File: config.mk
export PLATFORM = sky130hd
export DESIGN_NAME = f3_predecoder_pipe_flat
export DESIGN_NICKNAME = d
export VERILOG_FILES = /design/src/rtl/f3_predecoder_pipe_if.sv /design/src/rtl/f3_predecoder_pipe.sv /design/src/flat_wrapper.sv
export SDC_FILE = /design/constraint.sdc
export NUM_CORES = 1
export LEC_CHECK = 0
export CAP_MARGIN = 20
export CELL_PAD_IN_SITES_DETAIL_PLACEMENT = 1
export CELL_PAD_IN_SITES_GLOBAL_PLACEMENT = 1
export CORE_AREA = 4 4 231 233
export CTS_BUF_LIST = sky130_fd_sc_hd__clkbuf_16
export DETAILED_ROUTE_END_ITERATION = 8
export DIE_AREA = 0 0 235 237
export GPL_TIMING_DRIVEN = 0
export HOLD_SLACK_MARGIN = 0.02
export PLACE_DENSITY_LB_ADDON = 0.25
export SETUP_SLACK_MARGIN = 0.2
export SYNTH_ARGS = -nofsm -noshare
export SYNTH_HDL_FRONTEND = slang
export SYNTH_SLANG_ARGS = --single-unit
export TNS_END_PERCENT = 30
File: constraint.sdc
create_clock -name clock -period 12.4 [get_ports clock]
set_input_delay 2.48 -clock clock [delete_from_list [all_inputs] [get_ports clock]]
set_output_delay 2.48 -clock clock [all_outputs]
set_load 0.03 [all_outputs]
File: src/rtl/f3_predecoder_pipe_if.sv
// Fetch-packet predecode bus: packet in (valid/ready) and per-slot CFI results out (valid/ready).
interface f3_predecoder_pipe_if #(
  parameter int FETCH_WIDTH = 16,
  parameter int IDX_W       = (FETCH_WIDTH > 1) ? $clog2(FETCH_WIDTH) : 1
);
  logic                     flush;
  logic                     in_valid;
  logic                     in_ready;
  logic [32*FETCH_WIDTH-1:0] in_instr;
  logic [FETCH_WIDTH-1:0]   in_mask;
  logic                     out_valid;
  logic                     out_ready;
  logic [2*FETCH_WIDTH-1:0] out_br_type;
  logic [FETCH_WIDTH-1:0]   out_is_call;
  logic [FETCH_WIDTH-1:0]   out_is_ret;
  logic                     out_has_cfi;
  logic [IDX_W-1:0]         out_first_cfi;

  modport master (
    output flush, in_valid, in_instr, in_mask, out_ready,
    input  in_ready, out_valid, out_br_type, out_is_call, out_is_ret,
           out_has_cfi, out_first_cfi
  );

  modport slave (
    input  flush, in_valid, in_instr, in_mask, out_ready,
    output in_ready, out_valid, out_br_type, out_is_call, out_is_ret,
           out_has_cfi, out_first_cfi
  );
endinterface

File: src/rtl/f3_predecoder_pipe.sv
// Pipelined F3 predecoder: per-slot RVI/RVC CFI decode feeding a DEPTH-entry result queue.
module f3_predecoder_pipe #(
  parameter int FETCH_WIDTH = 16,
  parameter int DEPTH       = 2,
  parameter int RVC_EN      = 1
) (
  input  logic                 clock,
  input  logic                 reset,
  f3_predecoder_pipe_if.slave  io
);
  localparam int IDX_W = (FETCH_WIDTH > 1) ? $clog2(FETCH_WIDTH) : 1;
  localparam int PTR_W = (DEPTH > 1) ? $clog2(DEPTH) : 1;
  localparam int CNT_W = $clog2(DEPTH + 1);

  typedef enum logic [1:0] {
    BR_NONE   = 2'd0,
    BR_BRANCH = 2'd1,
    BR_JAL    = 2'd2,
    BR_JALR   = 2'd3
  } br_t;

  typedef struct packed {
    br_t  br;
    logic call;
    logic ret;
  } slot_t;

  typedef struct packed {
    logic [2*FETCH_WIDTH-1:0] br_type;
    logic [FETCH_WIDTH-1:0]   is_call;
    logic [FETCH_WIDTH-1:0]   is_ret;
    logic                     has_cfi;
    logic [IDX_W-1:0]         first_cfi;
  } result_t;

  function automatic logic is_link(input logic [4:0] r);
    return (r == 5'd1) || (r == 5'd5);
  endfunction

  function automatic slot_t decode_slot(input logic [31:0] ins);
    slot_t      s;
    logic       rd_link;
    logic       rs1_link;
    logic [2:0] f3;
    s        = '0;
    rd_link  = is_link(ins[11:7]);
    rs1_link = is_link(ins[19:15]);
    f3       = ins[15:13];
    if (ins[1:0] == 2'b11) begin
      case (ins[6:0])
        7'b1100011: s.br = BR_BRANCH;
        7'b1101111: begin
          s.br   = BR_JAL;
          s.call = rd_link;
        end
        7'b1100111: begin
          s.br   = BR_JALR;
          s.call = rd_link;
          s.ret  = rs1_link && !rd_link;
        end
        default: ;
      endcase
    end else if (RVC_EN != 0) begin
      // For c.jr/c.jalr the source register sits in the rd field (ins[11:7])
      if (ins[1:0] == 2'b01) begin
        if (f3 == 3'b101)
          s.br = BR_JAL;
        else if (f3 == 3'b110 || f3 == 3'b111)
          s.br = BR_BRANCH;
      end else if (ins[1:0] == 2'b10 && f3 == 3'b100 &&
                   ins[6:2] == 5'd0 && ins[11:7] != 5'd0) begin
        s.br = BR_JALR;
        if (ins[12])
          s.call = 1'b1;
        else
          s.ret = rd_link;
      end
    end
    return s;
  endfunction

  result_t dec;

  always_comb begin
    slot_t s;
    dec = '0;
    s   = '0;
    for (int unsigned i = 0; i < FETCH_WIDTH; i++) begin
      s = io.in_mask[i] ? decode_slot(io.in_instr[32*i +: 32]) : '0;
      dec.br_type[2*i +: 2] = s.br;
      dec.is_call[i]        = s.call;
      dec.is_ret[i]         = s.ret;
    end
    dec.has_cfi = |dec.br_type;
    // Scan high-to-low so the lowest CFI slot wins
    for (int unsigned i = 0; i < FETCH_WIDTH; i++) begin
      if (dec.br_type[2*(FETCH_WIDTH-1-i) +: 2] != 2'd0)
        dec.first_cfi = IDX_W'(FETCH_WIDTH - 1 - i);
    end
  end

  result_t           mem [DEPTH];
  logic [PTR_W-1:0]  wr_ptr;
  logic [PTR_W-1:0]  rd_ptr;
  logic [CNT_W-1:0]  count;
  logic              enq;
  logic              deq;

  assign io.in_ready  = (count != CNT_W'(DEPTH));
  assign io.out_valid = (count != '0);
  assign enq = io.in_valid && io.in_ready && !io.flush;
  assign deq = io.out_valid && io.out_ready;

  function automatic logic [PTR_W-1:0] ptr_inc(input logic [PTR_W-1:0] p);
    return (p == PTR_W'(DEPTH - 1)) ? '0 : p + 1'b1;
  endfunction

  always_ff @(posedge clock) begin
    if (reset || io.flush) begin
      count  <= '0;
      wr_ptr <= '0;
      rd_ptr <= '0;
    end else begin
      if (enq) wr_ptr <= ptr_inc(wr_ptr);
      if (deq) rd_ptr <= ptr_inc(rd_ptr);
      case ({enq, deq})
        2'b10:   count <= count + 1'b1;
        2'b01:   count <= count - 1'b1;
        default: ;
      endcase
    end
  end

  always_ff @(posedge clock) begin
    if (enq && !reset)
      mem[wr_ptr] <= dec;
  end

  assign io.out_br_type   = mem[rd_ptr].br_type;
  assign io.out_is_call   = mem[rd_ptr].is_call;
  assign io.out_is_ret    = mem[rd_ptr].is_ret;
  assign io.out_has_cfi   = mem[rd_ptr].has_cfi;
  assign io.out_first_cfi = mem[rd_ptr].first_cfi;
endmodule

File: src/flat_wrapper.sv
// flat-port wrapper written by rule: the top's interface ports become plain ports
module f3_predecoder_pipe_flat 
#(
  parameter int FETCH_WIDTH = 16,
  parameter int DEPTH       = 2,
  parameter int RVC_EN      = 1
)
  (clock, reset, io_flush, io_in_valid, io_in_instr, io_in_mask, io_out_ready, io_in_ready, io_out_valid, io_out_br_type, io_out_is_call, io_out_is_ret, io_out_has_cfi, io_out_first_cfi);
  f3_predecoder_pipe_if #(.FETCH_WIDTH(FETCH_WIDTH)) io_i ();
  input  logic clock;
  input  logic reset;
  input wire logic [$bits(io_i.flush)-1:0] io_flush;
  input wire logic [$bits(io_i.in_valid)-1:0] io_in_valid;
  input wire logic [$bits(io_i.in_instr)-1:0] io_in_instr;
  input wire logic [$bits(io_i.in_mask)-1:0] io_in_mask;
  input wire logic [$bits(io_i.out_ready)-1:0] io_out_ready;
  output wire logic [$bits(io_i.in_ready)-1:0] io_in_ready;
  output wire logic [$bits(io_i.out_valid)-1:0] io_out_valid;
  output wire logic [$bits(io_i.out_br_type)-1:0] io_out_br_type;
  output wire logic [$bits(io_i.out_is_call)-1:0] io_out_is_call;
  output wire logic [$bits(io_i.out_is_ret)-1:0] io_out_is_ret;
  output wire logic [$bits(io_i.out_has_cfi)-1:0] io_out_has_cfi;
  output wire logic [$bits(io_i.out_first_cfi)-1:0] io_out_first_cfi;
  assign io_i.flush = io_flush;
  assign io_i.in_valid = io_in_valid;
  assign io_i.in_instr = io_in_instr;
  assign io_i.in_mask = io_in_mask;
  assign io_i.out_ready = io_out_ready;
  assign io_in_ready = io_i.in_ready;
  assign io_out_valid = io_i.out_valid;
  assign io_out_br_type = io_i.out_br_type;
  assign io_out_is_call = io_i.out_is_call;
  assign io_out_is_ret = io_i.out_is_ret;
  assign io_out_has_cfi = io_i.out_has_cfi;
  assign io_out_first_cfi = io_i.out_first_cfi;
  f3_predecoder_pipe #(.FETCH_WIDTH(FETCH_WIDTH), .DEPTH(DEPTH), .RVC_EN(RVC_EN)) u_core (.clock(clock), .reset(reset), .io(io_i));
endmodule
==> summary.txt <==
Unique masters post-synth: 81
biggest area contributors in the synthesized netlist: edfxtp_1 49%, mux2_2 9.3%, nand2_1 2.8%, nor2b_1 2.3%, nor3_1 2.3%
count of inserted antenna diode cells: 0
number of setup violations in the final report: 0
Die X-Extent: 235 µm
area overhead of the layout relative to synthesis: 66.3%
top cell types by occurrence after synthesis: 138 x edfxtp_1, 69 x mux2_2, 63 x nand2_1
via count: 7875
capturing element type of the critical path: primary output
worst-margin pin slew: 928 ps
Detailed Routing Iterations Pass 1: 4
GP Congestion: 0.790
first-pass GRT wire length: 51.3 mm
dominant synthesized flop cell: edfxtp_1
required time of the worst setup path: 9920 ps
Syn Std Cell Area: 0.00839 mm²
CP max FO: 10
path category of the worst min-delay check: register to register
sequential area share after synthesis: 50.6%
number of flops mapped to enable cells by yosys: 138
DRT antenna net count: 0
deepest clock path buffer count: 2
Data arrival, critical path: 3420 ps
RSZ-0062 raised after global routing: no
Final period util: 47.6%
Hold Fails Final Rpt: 0
CP max-delay cell: clkbuf_1
HPWL after detailed placement: 29.5 mm
power per standard cell area: 90.5 mW/mm²
mean instance size in the synthesized netlist: 11.5 µm²
clock insertion delay at the later pin of the skew report: 420 ps
Post-CTS Resized: 0
Root Buffer Master: clkbuf_16
largest area contributor in the synthesized netlist: edfxtp_1
vias per inst: 4.23
via count of the first global-routing pass: 8573
outcome: finished, final reports clean
# H-tree levels: 4
final core utilization: 27.3%
Min Clock Period, post-route: 5900 ps
Buffers on Ports: 394
count of standard-cell rows: 83
post-route worst hold slack: 555 ps
Yosys top cell area share: 49.4%
count of pins over their slew limit: 0
fraction of layout instances using a drive strength above 1: 13.2%
CP most frequent cell: clkbuf_1
maximum capacitance violations: 0
Async SR Flop Fraction: 0%
count of pins on the block boundary: 604
TritonCTS clock tree: built
total CTS buffers: 17
clock sink count: 143
Setup Buffers After CTS: 0
Slew Limit Headroom: 37.6%
most common cell in the netlist: edfxtp_1
pin count of the biggest net entering global routing: 17
top achievable clock speed: 170 MHz
number of antenna violations at the first check in global routing: 2
leakage dissipation: 4.34 nW
number of synthesized register bits: 143
global route overflow: 0
remaining routing DRC violations: 0
number of warnings reported in the yosys synthesis log: 0
Worst IR Drop VDD: 91.1 µV
number of buffers inserted by hold repair at cts: 0
Crit path largest cell delay: 740 ps
Chip Height: 237 µm
syn_nets: 1264
cell breakdown of the critical path: clkbuf_1 > clkbuf_1 > clkbuf_1 > mux2_2 > clkdlybuf4s50_1
clock transition at the registers of the reported paths: 60 ps
initial core utilization: 16.4%
core footprint: 0.0512 mm²
crit path kind: register to primary output
post-DR wirelength/cell: 18.6 µm
instance count of the mapped netlist: 730
wirelength, routed: 34.6 mm
nature of the critical path startpoint: register
setup skew after layout: 5.59 ps
NumNets Final: 1703
GRT Overall Usage: 12.0%
DIE AREA: 0.0557 mm²
DRC marker count from the first detailed-route iteration: 240
[worst paths after layout]
check / start / endpoint / slack, ps / cells past startpoint
setup reg to reg: u_core.count[0] / u_core.mem[1][62] / 9430 / 9
hold reg to reg: u_core.rd_ptr / u_core.rd_ptr / 560 / 2
setup / recovery: register / io_out_br_type[22] / 6500 / 5
hold / removal: u_core.rd_ptr / u_core.rd_ptr / 560 / 2
[where the power goes]
group	internal (mW)	switching, mW
clock network	0.271	0.203
logic	0.142	0.105
registers	0.539	0.00270
[flip-flops by register name, indices dropped and copies added (netlist names), named ones only]
name	cells
u_core.mem	138
u_core.rd_ptr	1
u_core.count	2
u_core.wr_ptr	1
[metrics by stage]
stage	setup WS (ps)	TNS (ps)	area [µm²]	power, mW	instances
final	6500	0	14000	1.26	1862
after detailed placement	6750	0	13400	0.802	1829
after global routing	6140	0	14000	1.33	1862
after floorplan	1870	0	8390	0.635	730
after CTS	6240	0	14000	1.29	1861
after global placement	-4720	-577090	13200	0.800	1804
[per-layer routing]
| metal | vias to the layer above | share of wire (%) | track usage, % |
|---|---|---|---|
| met5 | - | 0.020 | 0 |
| met4 | 2 | 1.5 | 3.29 |
| met3 | 28 | 8.2 | 4.66 |
| met2 | 243 | 46 | 19.4 |
| met1 | 3805 | 44 | 15.0 |
| li1 | 3797 | - | - |
[cell type report]
cell class              instances  area (µm²)
clock buffers                  17         425
fillers                      5758       37200
plain buffers                   9        33.8
flip-flops and latches        143        4240
well taps                     680         851
clock inverters                15         111
multi-input cells             564        4080
repair buffers                420        4170
inverters                      14        52.6
[cells by family (layout without fill, tap and decap cells)]
family | after synthesis | after routing | synth area share, %
buffers and inverters | 23 | 475 | 1.03
AO/OA/AOI/OAI | 134 | 134 | 13.1
adder cells (fa/ha/maj) | 1 | 1 | 0.149
flip-flops | 143 | 143 | 50.6
multiplexers | 69 | 69 | 9.26
XOR/XNOR | 5 | 5 | 0.522
AND/OR/NAND/NOR | 355 | 355 | 25.4
[layout by cell type (no fill, tap or decap), types with 7 or more instances in the layout]
master	instances
a32oi_1	13
clkdlybuf4s50_1	394
nand2b_1	24
nand2_1	63
o31ai_1	7
a21oi_1	22
nor3b_1	13
edfxtp_1	138
o21a_1	11
clkbuf_16	17
mux2_2	69
or4_1	8
nor2_1	42
nand3_1	14
buf_4	20
nand4_1	10
o21ai_0	7
nor3_1	38
inv_1	20
nor4_1	25
and2_1	10
and3_1	10
nand4b_1	9
clkbuf_1	9
nor2b_1	31
a31oi_1	12
[critical path, delay by kind of cell (launching register included)]
kind / cells / cell delay (ps)
flops: 1 / 300
buf+inv: 4 / 2260
mux: 1 / 410
No activity file was read; power rests on OpenSTA's default activity.
